$ cat config.mk
export PLATFORM = sky130hd
export DESIGN_NAME = bit_nto1_regmux_flat
export DESIGN_NICKNAME = d
export VERILOG_FILES = /design/src/rtl/bit_nto1_regmux_if.sv /design/src/rtl/bit_nto1_regmux.sv /design/src/flat_wrapper.sv
export SDC_FILE = /design/constraint.sdc
export NUM_CORES = 1
export LEC_CHECK = 0
export CAP_MARGIN = 20
export CORE_MARGIN = 2
export CORE_UTILIZATION = 42
export CTS_CLUSTER_SIZE = 25
export DETAILED_ROUTE_END_ITERATION = 7
export PLACE_DENSITY = 0.8
export SYNTH_ARGS = -nofsm -noshare
export SYNTH_HDL_FRONTEND = slang
export SYNTH_SLANG_ARGS = --single-unit
$ cat constraint.sdc
create_clock -name clk -period 3.2 [get_ports clk]
set_input_delay 0.64 -clock clk [delete_from_list [all_inputs] [get_ports clk]]
set_output_delay 0.64 -clock clk [all_outputs]
set_load 0.01 [all_outputs]
$ cat src/rtl/bit_nto1_regmux_if.sv
// Channel-side and output-side signals of the NUM_IN:1 registered operand mux.
// The master drives the operand channels and out_ready; the slave is the mux itself.
interface bit_nto1_regmux_if #(
  parameter int WIDTH  = 8,
  parameter int NUM_IN = 4
);
  localparam int SEL_W = ($clog2(NUM_IN) < 1) ? 1 : $clog2(NUM_IN);

  logic                    mode;
  logic [SEL_W-1:0]        sel;
  logic [NUM_IN*WIDTH-1:0] in_data;
  logic [NUM_IN-1:0]       in_valid;
  logic [NUM_IN-1:0]       in_ready;
  logic [WIDTH-1:0]        out_data;
  logic [SEL_W-1:0]        out_src;
  logic                    out_valid;
  logic                    out_ready;

  modport master (
    output mode, sel, in_data, in_valid, out_ready,
    input  in_ready, out_data, out_src, out_valid
  );

  modport slave (
    input  mode, sel, in_data, in_valid, out_ready,
    output in_ready, out_data, out_src, out_valid
  );
endinterface

$ cat src/rtl/bit_nto1_regmux.sv
// NUM_IN:1 operand mux with one registered output stage; fixed or round-robin select.
// Optional REGMUX_XFER_CNT_EN adds a 16-bit wrapping count of accepted input transfers.
module bit_nto1_regmux #(
  parameter int WIDTH  = 8,
  parameter int NUM_IN = 4
) (
  input  logic             clk,
  input  logic             rst_n,
`ifdef REGMUX_XFER_CNT_EN
  output logic [15:0]      xfer_cnt,
`endif
  bit_nto1_regmux_if.slave bus
);
  localparam int SEL_W = ($clog2(NUM_IN) < 1) ? 1 : $clog2(NUM_IN);
  localparam int SEL_N = 1 << SEL_W;

  // Handshake: a word moves on any edge where valid and ready are both high on the same
  // side. in_ready is one-hot or zero, never depends on in_data, and only rises when
  // the output stage is empty or being drained this cycle.

  logic [WIDTH-1:0] out_data_q, out_data_d;
  logic [SEL_W-1:0] out_src_q, out_src_d;
  logic             out_valid_q, out_valid_d;
  logic [SEL_W-1:0] rr_last_q, rr_last_d;

  logic [SEL_N-1:0]  valid_ext;
  logic              rr_hit;
  logic [SEL_W-1:0]  rr_idx;
  int                idx;
  logic              grant;
  logic [SEL_W-1:0]  gnt_idx;
  logic              ld;
  logic [NUM_IN-1:0] in_ready_c;
  logic [WIDTH-1:0]  chan_data;
  logic              xfer;

  always_comb begin
    // Zero-padded so an out-of-range sel lands on a 0 bit instead of X.
    valid_ext              = '0;
    valid_ext[NUM_IN-1:0]  = bus.in_valid;
    rr_hit                 = 1'b0;
    rr_idx                 = '0;
    idx                    = 0;
    for (int k = 1; k <= NUM_IN; k++) begin
      idx = (int'(rr_last_q) + k) % NUM_IN;
      if (!rr_hit && valid_ext[SEL_W'(idx)]) begin
        rr_hit = 1'b1;
        rr_idx = SEL_W'(idx);
      end
    end

    grant   = bus.mode ? rr_hit : valid_ext[bus.sel];
    gnt_idx = bus.mode ? rr_idx : bus.sel;
    ld      = !out_valid_q || bus.out_ready;

    in_ready_c = '0;
    chan_data  = '0;
    for (int i = 0; i < NUM_IN; i++) begin
      if (gnt_idx == SEL_W'(i)) begin
        chan_data = bus.in_data[i*WIDTH +: WIDTH];
        if (rst_n && ld && grant) in_ready_c[i] = 1'b1;
      end
    end
    xfer = |(bus.in_valid & in_ready_c);

    out_data_d  = out_data_q;
    out_src_d   = out_src_q;
    out_valid_d = out_valid_q;
    rr_last_d   = rr_last_q;
    if (xfer) begin
      out_data_d  = chan_data;
      out_src_d   = gnt_idx;
      out_valid_d = 1'b1;
      if (bus.mode) rr_last_d = gnt_idx;
    end else if (bus.out_ready) begin
      out_valid_d = 1'b0;
    end
  end

  always_ff @(posedge clk or negedge rst_n) begin
    if (!rst_n) begin
      out_data_q  <= '0;
      out_src_q   <= '0;
      out_valid_q <= 1'b0;
      rr_last_q   <= SEL_W'(NUM_IN - 1);
    end else begin
      out_data_q  <= out_data_d;
      out_src_q   <= out_src_d;
      out_valid_q <= out_valid_d;
      rr_last_q   <= rr_last_d;
    end
  end

`ifdef REGMUX_XFER_CNT_EN
  logic [15:0] xfer_cnt_q, xfer_cnt_d;

  always_comb begin
    xfer_cnt_d = xfer_cnt_q;
    if (xfer) xfer_cnt_d = xfer_cnt_q + 16'd1;
  end

  always_ff @(posedge clk or negedge rst_n) begin
    if (!rst_n) xfer_cnt_q <= '0;
    else        xfer_cnt_q <= xfer_cnt_d;
  end

  assign xfer_cnt = xfer_cnt_q;
`endif

  assign bus.in_ready  = in_ready_c;
  assign bus.out_data  = out_data_q;
  assign bus.out_src   = out_src_q;
  assign bus.out_valid = out_valid_q;
endmodule

$ cat src/flat_wrapper.sv
// flat-port wrapper written by rule: the top's interface ports become plain ports
module bit_nto1_regmux_flat 
#(
  parameter int WIDTH  = 8,
  parameter int NUM_IN = 4
)
  (clk, rst_n, bus_mode, bus_sel, bus_in_data, bus_in_valid, bus_out_ready, bus_in_ready, bus_out_data, bus_out_src, bus_out_valid);
  bit_nto1_regmux_if #(.WIDTH(WIDTH), .NUM_IN(NUM_IN)) bus_i ();
  input  logic clk;
  input  logic rst_n;
  input wire logic [$bits(bus_i.mode)-1:0] bus_mode;
  input wire logic [$bits(bus_i.sel)-1:0] bus_sel;
  input wire logic [$bits(bus_i.in_data)-1:0] bus_in_data;
  input wire logic [$bits(bus_i.in_valid)-1:0] bus_in_valid;
  input wire logic [$bits(bus_i.out_ready)-1:0] bus_out_ready;
  output wire logic [$bits(bus_i.in_ready)-1:0] bus_in_ready;
  output wire logic [$bits(bus_i.out_data)-1:0] bus_out_data;
  output wire logic [$bits(bus_i.out_src)-1:0] bus_out_src;
  output wire logic [$bits(bus_i.out_valid)-1:0] bus_out_valid;
  assign bus_i.mode = bus_mode;
  assign bus_i.sel = bus_sel;
  assign bus_i.in_data = bus_in_data;
  assign bus_i.in_valid = bus_in_valid;
  assign bus_i.out_ready = bus_out_ready;
  assign bus_in_ready = bus_i.in_ready;
  assign bus_out_data = bus_i.out_data;
  assign bus_out_src = bus_i.out_src;
  assign bus_out_valid = bus_i.out_valid;
  bit_nto1_regmux #(.WIDTH(WIDTH), .NUM_IN(NUM_IN)) u_core (.clk(clk), .rst_n(rst_n), .bus(bus_i));
endmodule
# Yosys cells after proc, flatten, opt, wreduce, memory -nomap -nowiden

Index checks and enable logic that the tools add are counted.

Output and inout port bits: 15
Flip-flop bits (word level): 13
Word-level logic and storage cells: 66
Input port bits: 42

Reductions and logical operators: 14
Order comparisons: 5
Muxes and demuxes: 35
Equality and inequality tests: 3
Add/sub/neg operators: 4
Bitwise gates (word level): 1

Operators by type and width:

| cell                                                        | count |
|---|---|
| two-way mux 8 bit                                           | 4 |
| two-way mux 1 bit                                           | 21 |
| less-than comparator 2 x 4 -> 1 bit (second input constant) | 4 |
| binary-select mux 1 bit (select 2 bit)                      | 5 |
| two-way mux 2 bit                                           | 5 |
| logical AND 1 bit                                           | 5 |
| adder 2 x 1 -> 2 bit (second input constant)                | 2 |
| adder 2 bit (second input constant)                         | 2 |
| AND 4 bit                                                   | 1 |
| equality test 2 bit (second input constant)                 | 2 |
| zero test 1 bit                                             | 4 |
| OR reduction 4 bit                                          | 1 |
| less-than comparator 2 x 3 -> 1 bit (second input constant) | 1 |
| equality test 2 x 1 -> 1 bit (second input constant)        | 1 |
| zero test 2 bit                                             | 1 |
| AND reduction 2 bit                                         | 1 |
| nonzero test 2 bit                                          | 1 |
| logical OR 1 bit                                            | 1 |

# Logic depth before layout (Yosys ltp)

Gate-level depths: netlist of the first run.

Depth after elaboration: 21
Gate-level depth with buffers: 9
Gate-level depth less buffers: 6

# Worst setup path after synthesis of the first run

Ideal clock, no wire load.

Path kind: input-to-output
From: in bus_in_valid[0]
To: out bus_in_ready[0]
Path slack: 584 ps
Arrival: 1976 ps
Required time: 2560 ps
Buffers on the path: 2
Stages on the path: 8
Path through: clkbuf_1 -> a21o_1 -> a31oi_1 -> and2_1 -> a21o_1 -> clkbuf_1 -> or2_1 -> nor2b_1

Cells in the longest elaborated chain, start to end: 17
Elaborated cells between the ends (all ways): 34
Classes of those cells: 26 x mux; 8 x reduce/logical

RTL lines:

| what                                                  | RTL line              | text |
|---|---|---|
| start: declaration                                    | flat_wrapper.sv:14    | `input wire logic [$bits(bus_i.in_valid)-1:0] bus_in_valid;` |
| binary-select mux 1 bit (select 2 bit)                | bit_nto1_regmux.sv:46 | `if (!rr_hit && valid_ext[SEL_W'(idx)]) begin` |
| two-way mux 1 bit (not written as such) (2 in series) | bit_nto1_regmux.sv:46 |  |
| two-way mux 1 bit                                     | bit_nto1_regmux.sv:46 |  |
| zero test 1 bit                                       | bit_nto1_regmux.sv:46 |  |
| logical AND 1 bit                                     | bit_nto1_regmux.sv:46 |  |
| two-way mux 1 bit                                     | bit_nto1_regmux.sv:46 |  |
| zero test 1 bit                                       | bit_nto1_regmux.sv:46 |  |
| logical AND 1 bit                                     | bit_nto1_regmux.sv:46 |  |
| two-way mux 1 bit                                     | bit_nto1_regmux.sv:46 |  |
| zero test 1 bit                                       | bit_nto1_regmux.sv:46 |  |
| logical AND 1 bit                                     | bit_nto1_regmux.sv:46 |  |
| two-way mux 1 bit                                     | bit_nto1_regmux.sv:46 |  |
| two-way mux 1 bit                                     | bit_nto1_regmux.sv:52 | `grant = bus.mode ? rr_hit : valid_ext[bus.sel];` |
| logical AND 1 bit                                     | bit_nto1_regmux.sv:61 | `if (rst_n && ld && grant) in_ready_c[i] = 1'b1;` |
| two-way mux 1 bit                                     | bit_nto1_regmux.sv:61 |  |
| two-way mux 1 bit (*)                                 | bit_nto1_regmux.sv:59 | `if (gnt_idx == SEL_W'(i)) begin` |
| end: declaration                                      | flat_wrapper.sv:16    | `output wire logic [$bits(bus_i.in_ready)-1:0] bus_in_ready;` |

Every way passes the cells marked *; elsewhere a longest branch is shown, timed or not. The select of a mux whose other input is x is not followed.

# Worst setup path after layout of the first run

From: in bus_in_valid[3]
To: out bus_in_ready[0]

The elaborated chain is that of the path after synthesis.

==> flow_metrics.env, run 1 <==
export IMPL_initial_core_util_pct=43.6
export IMPL_critPathMaxFanout=4
export IMPL_rr_startpoint="u_core.rr_last_q[1]"
export IMPL_hold_start="u_core.bus.out_src[0]"
export IMPL_arrival_ns=2.48
export IMPL_path_cells="clkdlybuf4s50_1 -> mux4_2 -> or2_1 -> nand4_1 -> or2_1 -> nor2b_1 -> dlygate4sd2_1"
export IMPL_min_period_ns=3.12
export IMPL_tightest_slew_ns=0.740
export IMPL_synth_seq_area_share_pct=25.0
export IMPL_fin_ws_ns=0.0789
export IMPL_critPathKind="primary input to output port"
export IMPL_synth_warnings=0
export IMPL_grt_pass1_wl_um=7090
export IMPL_critical_path_top_delay_family="buffers and inverters"
export IMPL_cp_end_kind="output port"
export IMPL_diodes=0
export IMPL_rrSetupSlack_ns=0.36
export IMPL_drt_pass1_iter_count=4
export IMPL_place_inst=264
export IMPL_fin_crit_sh_pct=97.5
export IMPL_cp_slowest_cell="mux4_2"
export IMPL_syn_area_um2=1310
export IMPL_leakage_nw=0.902
export IMPL_place_area_um2=2050
export IMPL_fmax_mhz=320
export IMPL_synth_seq_cells=13
export IMPL_utilization_pct=70.1
export IMPL_crit_path_max_incr_delay_ns=0.50
export IMPL_post_place_ws_ns=-0.176
export IMPL_antenna_left=0
export IMPL_ir_worst_vdd_mv=0.352
export IMPL_rows=20
export IMPL_postCtsHoldBufs=0
export IMPL_stdcell_area_um2=2110
export IMPL_clockRootBuffer="clkbuf_4"
export IMPL_routedWlPerCell_um=16.6
export IMPL_drc=0
export IMPL_synthesis_instances=159
export IMPL_synth_enable_flop_cells=0
export IMPL_status="completed"
export IMPL_fp_dieH_um=59.9
export IMPL_layoutNonFillerInstCount=270
export IMPL_drt_iter0_drc=126
export IMPL_hold_path_class="flip-flop to flip-flop"
export IMPL_drive_above_1_share_pct=18.6
export IMPL_worst_path_buf_inv=2
export IMPL_startpoint="bus_in_valid[3]"
export IMPL_grt_overflow=0
export IMPL_via_count=1568
export IMPL_synth_ff_type="dfrtp_1"
export IMPL_cts_tree="built"
export IMPL_grt_use_total_pct=25.9
export IMPL_rsz0062_at_grt="false"
export IMPL_report_final_slew_viol_count=0
export IMPL_io_pins=57
export IMPL_slew_headroom_pct=50.6
export IMPL_cpMostUsedCell="or2_1"
export IMPL_hpwl_um=3430
export IMPL_avgViaCountPerCell=5.81
export IMPL_async_flop_share_pct=100
export IMPL_antenna_found_initial=0
export IMPL_fin_nets=280
export IMPL_ys_types=44
export IMPL_cts_max_level=1
export IMPL_total_power_mw=1.03
export IMPL_place_congestion=0.851
export IMPL_cp_required_ns=2.56
export IMPL_clock_latency_ns=0.27
export IMPL_clock_sinks=13
export IMPL_setup_viol=0
export IMPL_hold_viol=0
export IMPL_start_kind="primary input"
export IMPL_grt_pass1_vias=1555
export IMPL_core_area_um2=3000
export IMPL_die_x_um=59.9
export IMPL_routed_wl_um=4480
export IMPL_clockBufferDepth=2
export IMPL_pwr_density_cell_nw_per_um2=489
export IMPL_fin_skew_ns=0.00196
export IMPL_grt_max_degree=18
export IMPL_port_buffers=56
export IMPL_die_area_um2=3580
export IMPL_syn_avg_cell_area_um2=8.24
export IMPL_drv_cap=0
export IMPL_synthToLayoutAreaGrowth_pct=60.7
export IMPL_path_clk_slew_ns=0.08
export IMPL_synth_nets=201
export IMPL_cts_made_buffers=3
worst paths after layout:
| kind | endpoint | cells past startpoint |
|---|---|---|
| max reg2reg | u_core.bus.out_data[2] | 8 |
| max | bus_in_ready[0] | 7 |
| max in group asynchronous | u_core.bus.out_data[1] | 2 |
| min | u_core.bus.out_src[0] | 2 |
| min in group asynchronous | u_core.rr_last_q[1] | 1 |
| min reg2reg | u_core.bus.out_src[0] | 2 |
power by group:
group | internal [mW] | switching (mW) | total [mW]
Combinational | 0.346 | 0.277 | 0.623
Sequential | 0.236 | 0.0689 | 0.305
Clock | 0.0483 | 0.0544 | 0.103
Total | 0.631 | 0.400 | 1.03
worst reg2reg max path, delay by kind of cell, from the launching register on:
kind / cells / cell delay, ns
muxes: 1 / 0.28
AOI/OAI and AO/OA: 3 / 0.85
buffers and inverters: 2 / 0.34
and+or+nand+nor: 2 / 0.54
DFF: 1 / 0.69
sequential cells by signal (all words and copies together), names as in the netlist:
register	count
u_core.bus.out_data	8
u_core.rr_last_q	2
u_core.bus.out_valid	1
u_core.bus.out_src	2
per-stage QoR:
stage / setup TNS (ns) / hold slack [ns]
detailed placement: -0.807 / 0.478
global route: 0 / 0.537
CTS: 0 / 0.499
floorplan: 0 / 0.344
finish: 0 / 0.494
global placement: -0.408 / 0.471
synth_stat cells (2+ instances only):
cell type  number  area (um^2)
a21oi_1         4         20.0
o22ai_1         2         12.5
buf_6           3         33.8
nand2b_1        4         25.0
and3_1          8         50.1
clkbuf_1        5         18.8
dfstp_2         2         52.6
nand3_1         3         15.0
a311oi_1        7         61.3
a21o_1          2         15.0
o21ai_0         8         40.0
or2_1           3         18.8
dfrtp_1        11          275
nor2b_1         2         12.5
a2111oi_0       6         52.6
a31oi_1         2         12.5
mux2_1          2         22.5
inv_1           2         7.51
mux2i_1         9         90.1
buf_1           2         7.51
buf_2           2         10.0
a32o_1          7         70.1
nor2_1         16         60.1
nand2_1        19         71.3
a22oi_1         2         15.0
o21bai_1        8         60.1
layout make-up:
type | count | area, um^2
sequential | 13 | 328
fill | 262 | 897
timing repair buffer | 86 | 782
clock buffer | 4 | 26.3
multi-input combinational | 132 | 921
tap | 33 | 41.3
inverter | 2 | 7.51
layout by cell type, fill, tap and decap left out, drive strengths merged, types with 2 or more instances in the layout:
master | Yosys | final
clkdlybuf4s50 | 0 | 50
buf | 7 | 30
nand2 | 19 | 19
nor2 | 16 | 16
dfrtp | 11 | 11
mux2i | 10 | 10
o21ai | 9 | 9
o21bai | 8 | 8
and3 | 8 | 8
a32o | 7 | 7
a311oi | 7 | 7
a2111oi | 7 | 7
dlygate4sd2 | 0 | 5
nand2b | 4 | 4
a21oi | 4 | 4
clkbuf | 5 | 4
or2 | 3 | 3
nand3 | 3 | 3
nor2b | 3 | 3
mux2 | 3 | 3
inv | 2 | 2
a21o | 2 | 2
a22oi | 2 | 2
o22ai | 2 | 2
dfstp | 2 | 2
a31oi | 2 | 2
nor3b | 2 | 2
what timing repair did:
action,4_1_cts,5_1_grt
gates resized for setup,8,1
endpoints found under the hold margin,0,0
setup buffers,2,0
setup endpoints to repair,4,2
pin swaps,1,1
cells by family (layout without fill, tap and decap cells):
group,after synthesis,after routing,share of synthesized area (%)
buffers and inverters,14,92,5.92
AO/OA/AOI/OAI,54,54,31.4
multiplexers,14,14,12.9
flip-flops,13,13,25.0
AND/OR/NAND/NOR,64,64,24.7
per-layer routing:
metal	vias up	share of wire [%]	GRT usage [%]
li1	764	-	-
met1	740	43	33.3
met2	62	52	47.0
met3	2	5.3	1.52
met4	0	0.42	5.71
met5	-	0	0
No activity file was read; power rests on OpenSTA's default activity.
==> run 2: changes to the inputs <==
--- a/config.mk
+++ b/config.mk
@@ -6,11 +6,11 @@
 export NUM_CORES = 1
 export LEC_CHECK = 0
 export CAP_MARGIN = 20
-export CORE_MARGIN = 2
 export CORE_UTILIZATION = 42
 export CTS_CLUSTER_SIZE = 25
 export DETAILED_ROUTE_END_ITERATION = 7
 export PLACE_DENSITY = 0.8
+export SETUP_SLACK_MARGIN = 0.05
 export SYNTH_ARGS = -nofsm -noshare
 export SYNTH_HDL_FRONTEND = slang
 export SYNTH_SLANG_ARGS = --single-unit
==> flow_metrics.env, run 2 (synthesis results as in run 1) <==
export IMPL_grt_pass1_wl_um=7490
export IMPL_critPathMaxFanout=4
export IMPL_drv_cap=0
export IMPL_ir_worst_vdd_mv=0.383
export IMPL_layoutNonFillerInstCount=273
export IMPL_drive_above_1_share_pct=21.5
export IMPL_cts_max_level=1
export IMPL_antenna_left=0
export IMPL_drc=2
export IMPL_grt_pass1_vias=1659
export IMPL_io_pins=57
export IMPL_grt_use_total_pct=28.7
export IMPL_start_kind="primary input"
export IMPL_diodes=0
export IMPL_fin_crit_sh_pct=95.5
export IMPL_arrival_ns=2.42
export IMPL_cp_end_kind="output port"
export IMPL_hpwl_um=3470
export IMPL_fin_ws_ns=0.144
export IMPL_grt_max_degree=19
export IMPL_clockRootBuffer="clkbuf_4"
export IMPL_postCtsHoldBufs=0
export IMPL_cts_made_buffers=3
export IMPL_report_final_slew_viol_count=0
export IMPL_clock_latency_ns=0.28
export IMPL_final_common_cell="clkdlybuf4s50_1"
export IMPL_die_x_um=57.9
export IMPL_critPathKind="primary input to output port"
export IMPL_path_clk_slew_ns=0.08
export IMPL_avgViaCountPerCell=5.97
export IMPL_status="finished, violations left"
export IMPL_min_period_ns=3.06
export IMPL_leakage_nw=0.945
export IMPL_hold_viol=0
export IMPL_fmax_mhz=327
export IMPL_place_inst=266
export IMPL_pwr_density_cell_nw_per_um2=491
export IMPL_slew_headroom_pct=33.0
export IMPL_clock_sinks=13
export IMPL_core_area_um2=2850
export IMPL_antenna_found_initial=0
export IMPL_final_seq_area_um2=328
export IMPL_largest_reg_flops=8
export IMPL_post_place_ws_ns=-0.176
export IMPL_fin_nets=285
export IMPL_total_power_mw=1.06
export IMPL_routedWlPerCell_um=17.0
export IMPL_die_area_um2=3350
export IMPL_hold_path_class="flip-flop to flip-flop"
export IMPL_rsz0062_at_grt="false"
export IMPL_via_count=1629
export IMPL_drt_iter0_drc=118
export IMPL_grt_overflow=0
export IMPL_place_congestion=0.807
export IMPL_rows=19
export IMPL_most_common_layout_cells="50 x clkdlybuf4s50_1, 35 x buf_4, 19 x nand2_1, 16 x nor2_1, 11 x dfrtp_1"
export IMPL_fin_skew_ns=0.00446
export IMPL_setup_viol=0
export IMPL_cp_required_ns=2.56
export IMPL_port_buffers=56
export IMPL_synthToLayoutAreaGrowth_pct=64.7
export IMPL_fill_cells=219
export IMPL_initial_core_util_pct=45.9
export IMPL_tightest_slew_ns=1.00
export IMPL_multi_input_area_um2=933
export IMPL_cts_tree="built"
export IMPL_clockBufferDepth=2
export IMPL_violations="design-rule violations"
export IMPL_fp_dieH_um=57.9
export IMPL_drt_pass1_iter_count=6
export IMPL_routed_wl_um=4650
-- run 2: changes by cell type in the layout (fill, tap and decap cells not counted), sizes merged --
| cell | delta |
|---|---|
| buf | +5 |
| dlygate4sd2 | -3 |
| dlymetal6s2s | +2 |
| clkbuf | +1 |
-- run 2: worst max-delay path, stage by stage --
cell             delay (ns)
clkdlybuf4s50_1        0.47
mux4_2                 0.47
or2_1                  0.24
nand4_1                0.14
or2_4                  0.15
nor2_1                 0.03
dlygate4sd2_1          0.27
-- run 2: power by group --
| part | total [mW] | switching (mW) | internal, mW |
|---|---|---|---|
| Sequential | 0.308 | 0.0718 | 0.236 |
| Clock | 0.106 | 0.0580 | 0.0485 |
| Combinational | 0.645 | 0.281 | 0.364 |
| Total | 1.06 | 0.411 | 0.649 |
-- run 2: worst paths after layout --
kind	startpoint	end	slack, ns	cells after the start
max in group asynchronous	rst_n	u_core.rr_last_q[1]	2.19	2
min in group asynchronous	rst_n	u_core.rr_last_q[0]	0.74	1
worst min register to register	u_core.bus.out_src[0]	u_core.bus.out_src[0]	0.50	2
worst max register to register	u_core.rr_last_q[1]	u_core.bus.out_data[7]	0.32	9
worst min-delay path	u_core.bus.out_src[0]	u_core.bus.out_src[0]	0.50	2
worst max-delay path	bus_in_valid[2]	bus_in_ready[1]	0.14	7
-- run 2: layout make-up --
| type | instances | share of cell area [%] |
|---|---|---|
| inverter | 2 | 0.348 |
| tap | 31 | 1.80 |
| clock buffer | 4 | 1.22 |
| multi-input combinational | 132 | 43.3 |
| sequential | 13 | 15.2 |
| timing repair buffer | 91 | 38.2 |
-- run 2: what timing repair did --
item                                    in CTS  in global routing
cloned                                       0                  0
gates resized for setup                      8                  6
buffers inserted                             2                  1
endpoints found under the hold margin        0                  0
endpoints found under the setup margin       4                  4
pin swaps                                    2                  0
-- run 2: stage by stage --
stage / area, um^2 / setup TNS [ns] / utilization [%] / hold WS (ns)
2_1_floorplan: 1310 / 0 / - / 0.344
3_3_place_gp: 2080 / -0.789 / 72.9 / 0.474
3_5_place_dp: 2080 / -0.769 / 72.9 / 0.492
4_1_cts: 2140 / 0 / 75.1 / 0.508
5_1_grt: 2160 / 0 / 75.6 / 0.540
6_report: 2160 / 0 / 75.6 / 0.503
-- run 2: metal layers --
metal / up-vias / routed length (um) / track usage, %
met4: 0 / 128 / 10.2
met1: 766 / 1920 / 35.8
li1: 775 / - / -
met2: 74 / 2340 / 50.7
met5: - / 0 / 0
met3: 14 / 269 / 3.57
